===== config.mk =====
export PLATFORM = sky130hd
export DESIGN_NAME = sent_tx_frame
export DESIGN_NICKNAME = d
export VERILOG_FILES = /design/src/rtl/sent_tx_frame.sv
export SDC_FILE = /design/constraint.sdc
export NUM_CORES = 1
export LEC_CHECK = 0
export CAP_MARGIN = 15
export CORE_ASPECT_RATIO = 0.6
export CORE_MARGIN = 5
export CORE_UTILIZATION = 57
export DETAILED_ROUTE_END_ITERATION = 8
export GPL_TIMING_DRIVEN = 0
export PLACE_DENSITY = 0.9
export SLEW_MARGIN = 20
export SYNTH_ARGS = -nofsm -noshare
export SYNTH_HDL_FRONTEND = slang
export SYNTH_SLANG_ARGS = --single-unit

===== constraint.sdc =====
create_clock -name clk -period 6.9 [get_ports clk]
set_input_delay 1.38 -clock clk [delete_from_list [all_inputs] [get_ports clk]]
set_output_delay 1.38 -clock clk [all_outputs]
set_load 0.005 [all_outputs]

===== src/rtl/sent_tx_frame.sv =====
// sent_tx_frame: SENT fast-channel frame transmitter; frame handshake in, CRC4 stage feed/collect, tick-timed SENT line out
module sent_tx_frame #(
  parameter int TICK_DIV     = 30,
  parameter int DATA_NIBBLES = 6,
  parameter int LOW_TICKS    = 5,
  parameter int PAUSE_EN     = 0,
  parameter int PAUSE_TICKS  = 77
) (
  input  logic                      clk,
  input  logic                      reset,
  input  logic                      frame_valid,
  output logic                      frame_ready,
  input  logic [3:0]                frame_status,
  input  logic [4*DATA_NIBBLES-1:0] frame_data,
  output logic                      crc_init,
  output logic                      crc_en,
  output logic [3:0]                crc_din,
  input  logic [3:0]                crc_dout,
  output logic                      sent_out,
  output logic                      busy,
  output logic                      frame_done
);
  localparam int DW = TICK_DIV > 1 ? $clog2(TICK_DIV) : 1;
  localparam int NW = 4 * DATA_NIBBLES;
  localparam logic [DW-1:0] DIV_LAST = DW'(TICK_DIV - 1);
  localparam logic [9:0] LOW = 10'(LOW_TICKS);
  localparam logic [9:0] LOAD_LAST = 10'(DATA_NIBBLES + 1);
  localparam logic [9:0] EN_LAST = 10'(DATA_NIBBLES);
  localparam logic [9:0] PAUSE_LEN = 10'(PAUSE_TICKS);
  localparam logic [2:0] IDX_LAST = 3'(DATA_NIBBLES - 1);
  typedef enum logic [2:0] {IDLE, LOAD, SYNC, STATUS, DATA, CRCN, PAUSE, CLOSE} state_t;
  state_t state_q, state_d;
  logic [9:0] cnt_q, cnt_d, len;
  logic [DW-1:0] div_q, div_d;
  logic [2:0] idx_q, idx_d;
  logic [3:0] status_q, status_d, crc_q, crc_d, nib, ld_nib, din_q, din_d;
  logic [NW-1:0] data_q, data_d;
  logic tick, sym_end;
  logic ready_q, ready_d, busy_q, busy_d, init_q, init_d, en_q, en_d, sent_q, sent_d, done_q, done_d;
  always_comb begin
    state_d = state_q;
    cnt_d = cnt_q;
    div_d = div_q;
    idx_d = idx_q;
    status_d = status_q;
    data_d = data_q;
    crc_d = crc_q;
    tick = div_q == DIV_LAST;
    nib = 4'(data_q >> (4 * idx_q));
    len = state_q == SYNC ? 10'd56 :
          state_q == STATUS ? 10'd12 + 10'(status_q) :
          state_q == DATA ? 10'd12 + 10'(nib) :
          state_q == CRCN ? 10'd12 + 10'(crc_q) : PAUSE_LEN;
    sym_end = tick && cnt_q == len - 10'd1;
    if (state_q inside {SYNC, STATUS, DATA, CRCN, PAUSE, CLOSE}) begin
      div_d = tick ? '0 : div_q + 1'b1;
      cnt_d = cnt_q + 10'(tick);
    end
    case (state_q)
      IDLE: if (frame_valid && ready_q) begin
        state_d = LOAD;
        cnt_d = '0;
        status_d = frame_status;
        data_d = frame_data;
      end
      LOAD: begin
        cnt_d = cnt_q + 10'd1;
        if (cnt_q == LOAD_LAST) begin
          state_d = SYNC;
          cnt_d = '0;
          div_d = '0;
          crc_d = crc_dout;
        end
      end
      SYNC: if (sym_end) begin
        state_d = STATUS;
        cnt_d = '0;
      end
      STATUS: if (sym_end) begin
        state_d = DATA;
        cnt_d = '0;
        idx_d = '0;
      end
      DATA: if (sym_end) begin
        cnt_d = '0;
        idx_d = idx_q + 3'd1;
        state_d = idx_q == IDX_LAST ? CRCN : DATA;
      end
      CRCN: if (sym_end) begin
        cnt_d = '0;
        state_d = PAUSE_EN != 0 ? PAUSE : CLOSE;
      end
      PAUSE: if (sym_end) begin
        cnt_d = '0;
        state_d = CLOSE;
      end
      CLOSE: if (cnt_q == LOW) state_d = IDLE;
      default: state_d = IDLE;
    endcase
    ld_nib = 4'(data_d >> (4 * (cnt_d[2:0] - 3'd1)));
    ready_d = state_d == IDLE;
    busy_d = state_d != IDLE;
    init_d = state_d == LOAD && cnt_d == '0;
    en_d = state_d == LOAD && cnt_d != '0 && cnt_d <= EN_LAST;
    din_d = en_d ? ld_nib : 4'h0;
    done_d = state_d == CLOSE && cnt_d == LOW;
    sent_d = state_d inside {IDLE, LOAD} || cnt_d >= LOW;
  end
  always_ff @(posedge clk) begin
    if (reset) begin
      state_q <= IDLE;
      cnt_q <= '0;
      div_q <= '0;
      idx_q <= '0;
      status_q <= '0;
      data_q <= '0;
      crc_q <= '0;
      ready_q <= 1'b1;
      busy_q <= 1'b0;
      init_q <= 1'b0;
      en_q <= 1'b0;
      din_q <= '0;
      sent_q <= 1'b1;
      done_q <= 1'b0;
    end else begin
      state_q <= state_d;
      cnt_q <= cnt_d;
      div_q <= div_d;
      idx_q <= idx_d;
      status_q <= status_d;
      data_q <= data_d;
      crc_q <= crc_d;
      ready_q <= ready_d;
      busy_q <= busy_d;
      init_q <= init_d;
      en_q <= en_d;
      din_q <= din_d;
      sent_q <= sent_d;
      done_q <= done_d;
    end
  end
  assign frame_ready = ready_q;
  assign busy = busy_q;
  assign crc_init = init_q;
  assign crc_en = en_q;
  assign crc_din = din_q;
  assign sent_out = sent_q;
  assign frame_done = done_q;
endmodule


After elaboration in Yosys (flattened, before gate mapping)
Index checks and enable logic that the tools add are counted.
Storage, ports and cells
  logic and storage cells: 93
  output and inout bits: 10
  input bits: 35
  register bits after elaboration: 63
Operators by class
  shift operators: 2
  $add $sub $neg: 9
  bitwise gates (word level): 1
  equality and inequality tests: 17
  order comparisons: 2
  muxes and demuxes: 27
  reduce and logical (&&, ||, !) cells: 21
Operators with widths (count)
  $mux 24: 2
  $mux 10: 4
  $shr 24x32->4: 1
  $eq 10x3->1 const B: 3
  $pmux 10 s3: 1
  $mux 7: 4
  $mux 3: 9
  $shr 24x5->4: 1
  $pmux 3 s7: 1
  $mux 5: 4
  $eq 3x3->1 const B: 6
  $add 4x4->5 const A: 3
  $add 10x1->10: 1
  $add 10x1->10 const B: 1
  $eq 10x10->1: 1
  $ge 10x3->1 const B: 1
  $le 10x3->1 const B: 1
  $logic_not 10->1: 1
  $reduce_bool 10->1: 1
  $sub 7x1->8 const B: 1
  $eq 3x1->1 const B: 2
  $eq 3x2->1 const B: 2
  $logic_and 1x1->1: 6
  $logic_not 3->1: 2
  16 further kinds: 20

Longest topological paths before layout
  depth after elaboration: 15
  mapped depth: 22
  gate-level depth less buffers: 19

Least setup slack after synthesis
No wires, ideal clock.
  path kind: register to register
  start point: register idx_q[0]
  end point: register din_q[1], in the netlist crc_din[1]
  path slack: 2.005 ns
  library setup time: 0.141 ns
  stages on the path, launching flop included: 22
  period minus slack after synthesis: 4.895 ns
  data arrival time: 4.754 ns
  data required time: 6.759 ns
  buffers on the path: 3
  cells stage by stage: dfxtp_1 > buf_2 > mux4_2 > a21oi_1 > ha_1 > mux2i_1 > a22oi_1 > xnor2_1 > or4bb_1 > nand3_1 > nand4_4 > a31o_1 > buf_6 > inv_4 > ha_1 > or3_1 > o2111ai_1 > a211oi_2 > clkbuf_1 > nand2_1 > a21oi_1 > a2111oi_2
On the way
  word-level cells in the longest chain between the ends: 15
  elaborated cells between the ends (all ways): 26
  those cells by class: 3 x add/sub; 1 x order compare; 3 x eq/ne; 2 x shift; 11 x mux; 1 x bitwise; 5 x reduce/logical
Ends and longest elaborated chain
  start: declaration: RTL line 35  | logic [2:0] idx_q, idx_d;
  start signal: assignment: RTL line 129  | idx_q <= idx_d;
  $shr 24x5->4 *: RTL line 49  | nib = 4'(data_q >> (4 * idx_q));
  $add 4x4->5 *: RTL line 52  | state_q == DATA ? 10'd12 + 10'(nib) :
  $mux 7 *: RTL line 52
  $mux 7 *: RTL line 51  | state_q == STATUS ? 10'd12 + 10'(status_q) :
  $mux 7 *: RTL line 50  | len = state_q == SYNC ? 10'd56 :
  $sub 7x1->8 *: RTL line 54  | sym_end = tick && cnt_q == len - 10'd1;
  $eq 10x10->1 *: RTL line 54
  $logic_and 1x1->1 *: RTL line 54
  $mux 10 *
  $pmux 10 s3 *: RTL line 59  | case (state_q)
  via cnt_d[0]: RTL line 33  | logic [9:0] cnt_q, cnt_d, len;
  parallel branches: the longest is 5 deep, another holds $sub 3x1->4
  end signal: assignment: RTL line 137  | din_q <= din_d;
  end: declaration: RTL line 36  | logic [3:0] status_q, status_d, crc_q, crc_d, nib, ld_nib, din_q, din_d;
Mark *: on every way through the listed nets, which the timed path passes.
A chain may end at the register's enable or synchronous reset.

Final worst setup path
  start point: register idx_q[0]
  end point: register din_q[0], in the netlist crc_din[0]
Same word-level chain as after synthesis.

==> results_dict.tcl <==
set metrics [dict create \
    setup_viol 0 \
    synth_top_area_cell "dfxtp_1" \
    regToRegEndpoint "crc_din[0]" \
    yosys.cell_types.count 74 \
    seq_area_um2 1261 \
    multiInputGateArea_um2 2640 \
    wl_um 12410 \
    die_y_um 75.69 \
    whs_path_depth 2 \
    cts.repair.resized 0 \
    total_power_mw 1.026 \
    crit_type "flip-flop to flip-flop" \
    r2r_cells 21 \
    cts_buffers 9 \
    syn_area_per_cell_um2 8.231 \
    clk_path_buf_depth 2 \
    die_w_um 119.5 \
    yosysMostFrequentCell "nor2_1" \
    drive_above_1_share_pct 7.361 \
    relSlewSlack_pct 45.00 \
    track_usage_pct 27.86 \
    intPower_mw 0.7614 \
    drc 0 \
    postSynthCellCount 498 \
    status "finished clean" \
    cts_hold_buf 0 \
    p_switching_mw 0.2646 \
    ys_seq_area_share_pct 30.77 \
    fmax_mhz 163.8 \
    die-area_um2 9042 \
    h-tree-depth 3 \
    r2r_start "idx_q[0]" \
    wire_per_inst_um 19.26 \
    ir_worst_vdd_v 0.0001559 \
    via_count 4130 \
    grt_max_degree 12 \
    p_per_area_nw_per_um2 206.3 \
    final_util_pct 72.90 \
    comb_power_share_pct 15.7 \
    ys_ff_latch 63 \
    placed_cell_area_um2 4661 \
    holdWs_ps 493.3 \
    grt_pass1_wl_um 19580 \
    clkTransAtPathRegs_ps 50 \
    ios 45 \
    layout.nets 603 \
    post_cts_buffers 0 \
    synth_edf_count 0 \
    tightest_slew_ps 823.4 \
    leakage_nw 1.837 \
    drtIter0Drc 655 \
    area_growth_pct 21.31 \
    synth-async-reset-ratio_pct 0 \
    synth_common_cells "81 x nor2_1, 63 x dfxtp_1, 41 x mux2i_1" \
    instances_no_fill 644 \
    finalInstanceArea_um2 4972 \
    arrival_ps 6310 \
    post-route-min-period_ps 6104 \
    grt_pass1_vias 3846 \
    rsz0062_at_grt "no" \
    start_util_pct 60.10 \
    path_max_fanout 10 \
    port_buffers 44 \
    core_area_um2 6820 \
    critPathRequiredTime_ps 7100 \
    period_share_pct 88.47 \
    antenna_found_initial 0 \
    hpwl_um 9189 \
    yosysWarnings 0 \
    cts_root_buffer "clkbuf_16" \
    slew_violations 0 \
    overflow 0 \
    clkSinkCount 63 \
    diodes 0 \
    regToRegSetupSlack_ps 800 \
    pwr-share-seq_pct 37.9 \
    fin_ws_ps 795.6 \
    ant_nets 0 \
    firstDrtPassIters 5 \
    crit_end "crc_din[0]" \
    startpoint "idx_q[0]" \
    dp_cells 629 \
    finalHoldViolations 0 \
    place_congestion 1.005 \
    setup.worst_path.start_class "flip-flop" \
    synth.top_cell.area_share_pct 30.77 \
    ys_top_cells_by_area "dfxtp_1 31%, mux2i_1 10%, nor2_1 7.4%, ha_1 4.6%, a211oi_1 2.9%" \
    syn_area_um2 4099 \
    fin_tns_setup_ps 0 \
    row_count 23 \
    clk_latency_ps 340 \
    cp-end-kind "flip-flop" \
    hold_path_class "flip-flop to flip-flop" \
    clkPwrFrac_pct 46.4 \
    synth.net_count 548 \
    num-fill-cells 519 \
    cts_tree "built" \
    cap_viol_max_count 0 \
    finClkSkew_ps 5.493 \
    pre_cts_ws_ps 1008 \
    via_per_inst 6.413 \
    sw_frac_of_total_pct 25.79 \
    synthFlopType "dfxtp_1" \
]
cells in the final DEF, fill, tap and decap left out, types with 9 or more instances in the layout:
cell type	count
a21oi_1	20
nand2_1	31
clkbuf_16	9
nor2b_1	11
mux2i_1	41
nor3_1	13
clkbuf_1	18
nand3_1	11
ha_1	15
o21ai_0	13
dfxtp_1	63
inv_1	20
nor2_1	81
clkdlybuf4s50_1	44
nand2b_1	9
a211oi_1	16
critical path, cell delays in order (launching register included):
cell and delay, ps:
dfxtp_1 410, buf_2 290, mux4_2 560, a21oi_1 170
ha_1 160, mux2i_1 70, a22oi_1 450, xnor2_1 200
or4bb_1 500, nand3_1 270, nand4_4 250, a31o_1 310
buf_6 150, inv_4 100, ha_1 370, or3_1 170
o2111ai_1 130, a211oi_2 510, clkbuf_1 430, a211oi_1 170
a21oi_1 170, a211oi_1 100
how the worst min path moves through the flow:
stage	from	to	slack, ps
detailed placement	crc_q[3]	crc_q[3]	490
floorplan	status_q[0]	status_q[0]	450
global route	crc_q[3]	crc_q[3]	530
CTS	crc_q[3]	crc_q[3]	500
finish	crc_q[3]	crc_q[3]	490
global placement	status_q[0]	status_q[0]	480
registers in the layout (all words and copies together) (netlist names), 3 cells and up:
name,cells
cnt_q,10
crc_din,4
crc_q,4
data_q,24
div_q,5
idx_q,3
state_q,3
status_q,4
kinds of logic (layout without fill, tap and decap cells):
logic type | Yosys count | after routing | synth area share, %
and+or+nand+nor | 205 | 205 | 25.46
AOI/OAI and AO/OA | 106 | 106 | 19.20
DFF | 63 | 63 | 30.77
buffers and inverters | 49 | 108 | 5.128
muxes | 45 | 45 | 11.66
adders and majority gates | 15 | 15 | 4.579
xor gates and xnor gates | 15 | 15 | 3.205
layer usage:
| metal | global-route usage [%] | share of wire [%] |
|---|---|---|
| met5 | 0 | 0 |
| met4 | 8.122 | 1.1 |
| met3 | 8.976 | 12 |
| met2 | 40.94 | 41 |
| met1 | 39.44 | 45 |
cell type report:
| type | instances | area share [%] |
|---|---|---|
| Tap cell | 87 | 2.189 |
| Clock inverter | 6 | 1.736 |
| Buffer | 28 | 2.592 |
| Clock buffer | 9 | 4.529 |
| Sequential cell | 63 | 25.36 |
| Multi-Input combinational cell | 386 | 53.10 |
| Timing Repair Buffer | 44 | 8.858 |
| Inverter | 21 | 1.636 |
power by group through the flow:
stage	clock network [mW]	registers (mW)	logic, mW
6_report	0.476	0.389	0.161
5_1_grt	0.497	0.390	0.173
4_1_cts	0.482	0.388	0.157
3_5_place_dp	0	0.396	0.154
3_3_place_gp	0	0.395	0.150
2_1_floorplan	0	0.393	0.0995
Power figures use the tool's default switching activity.
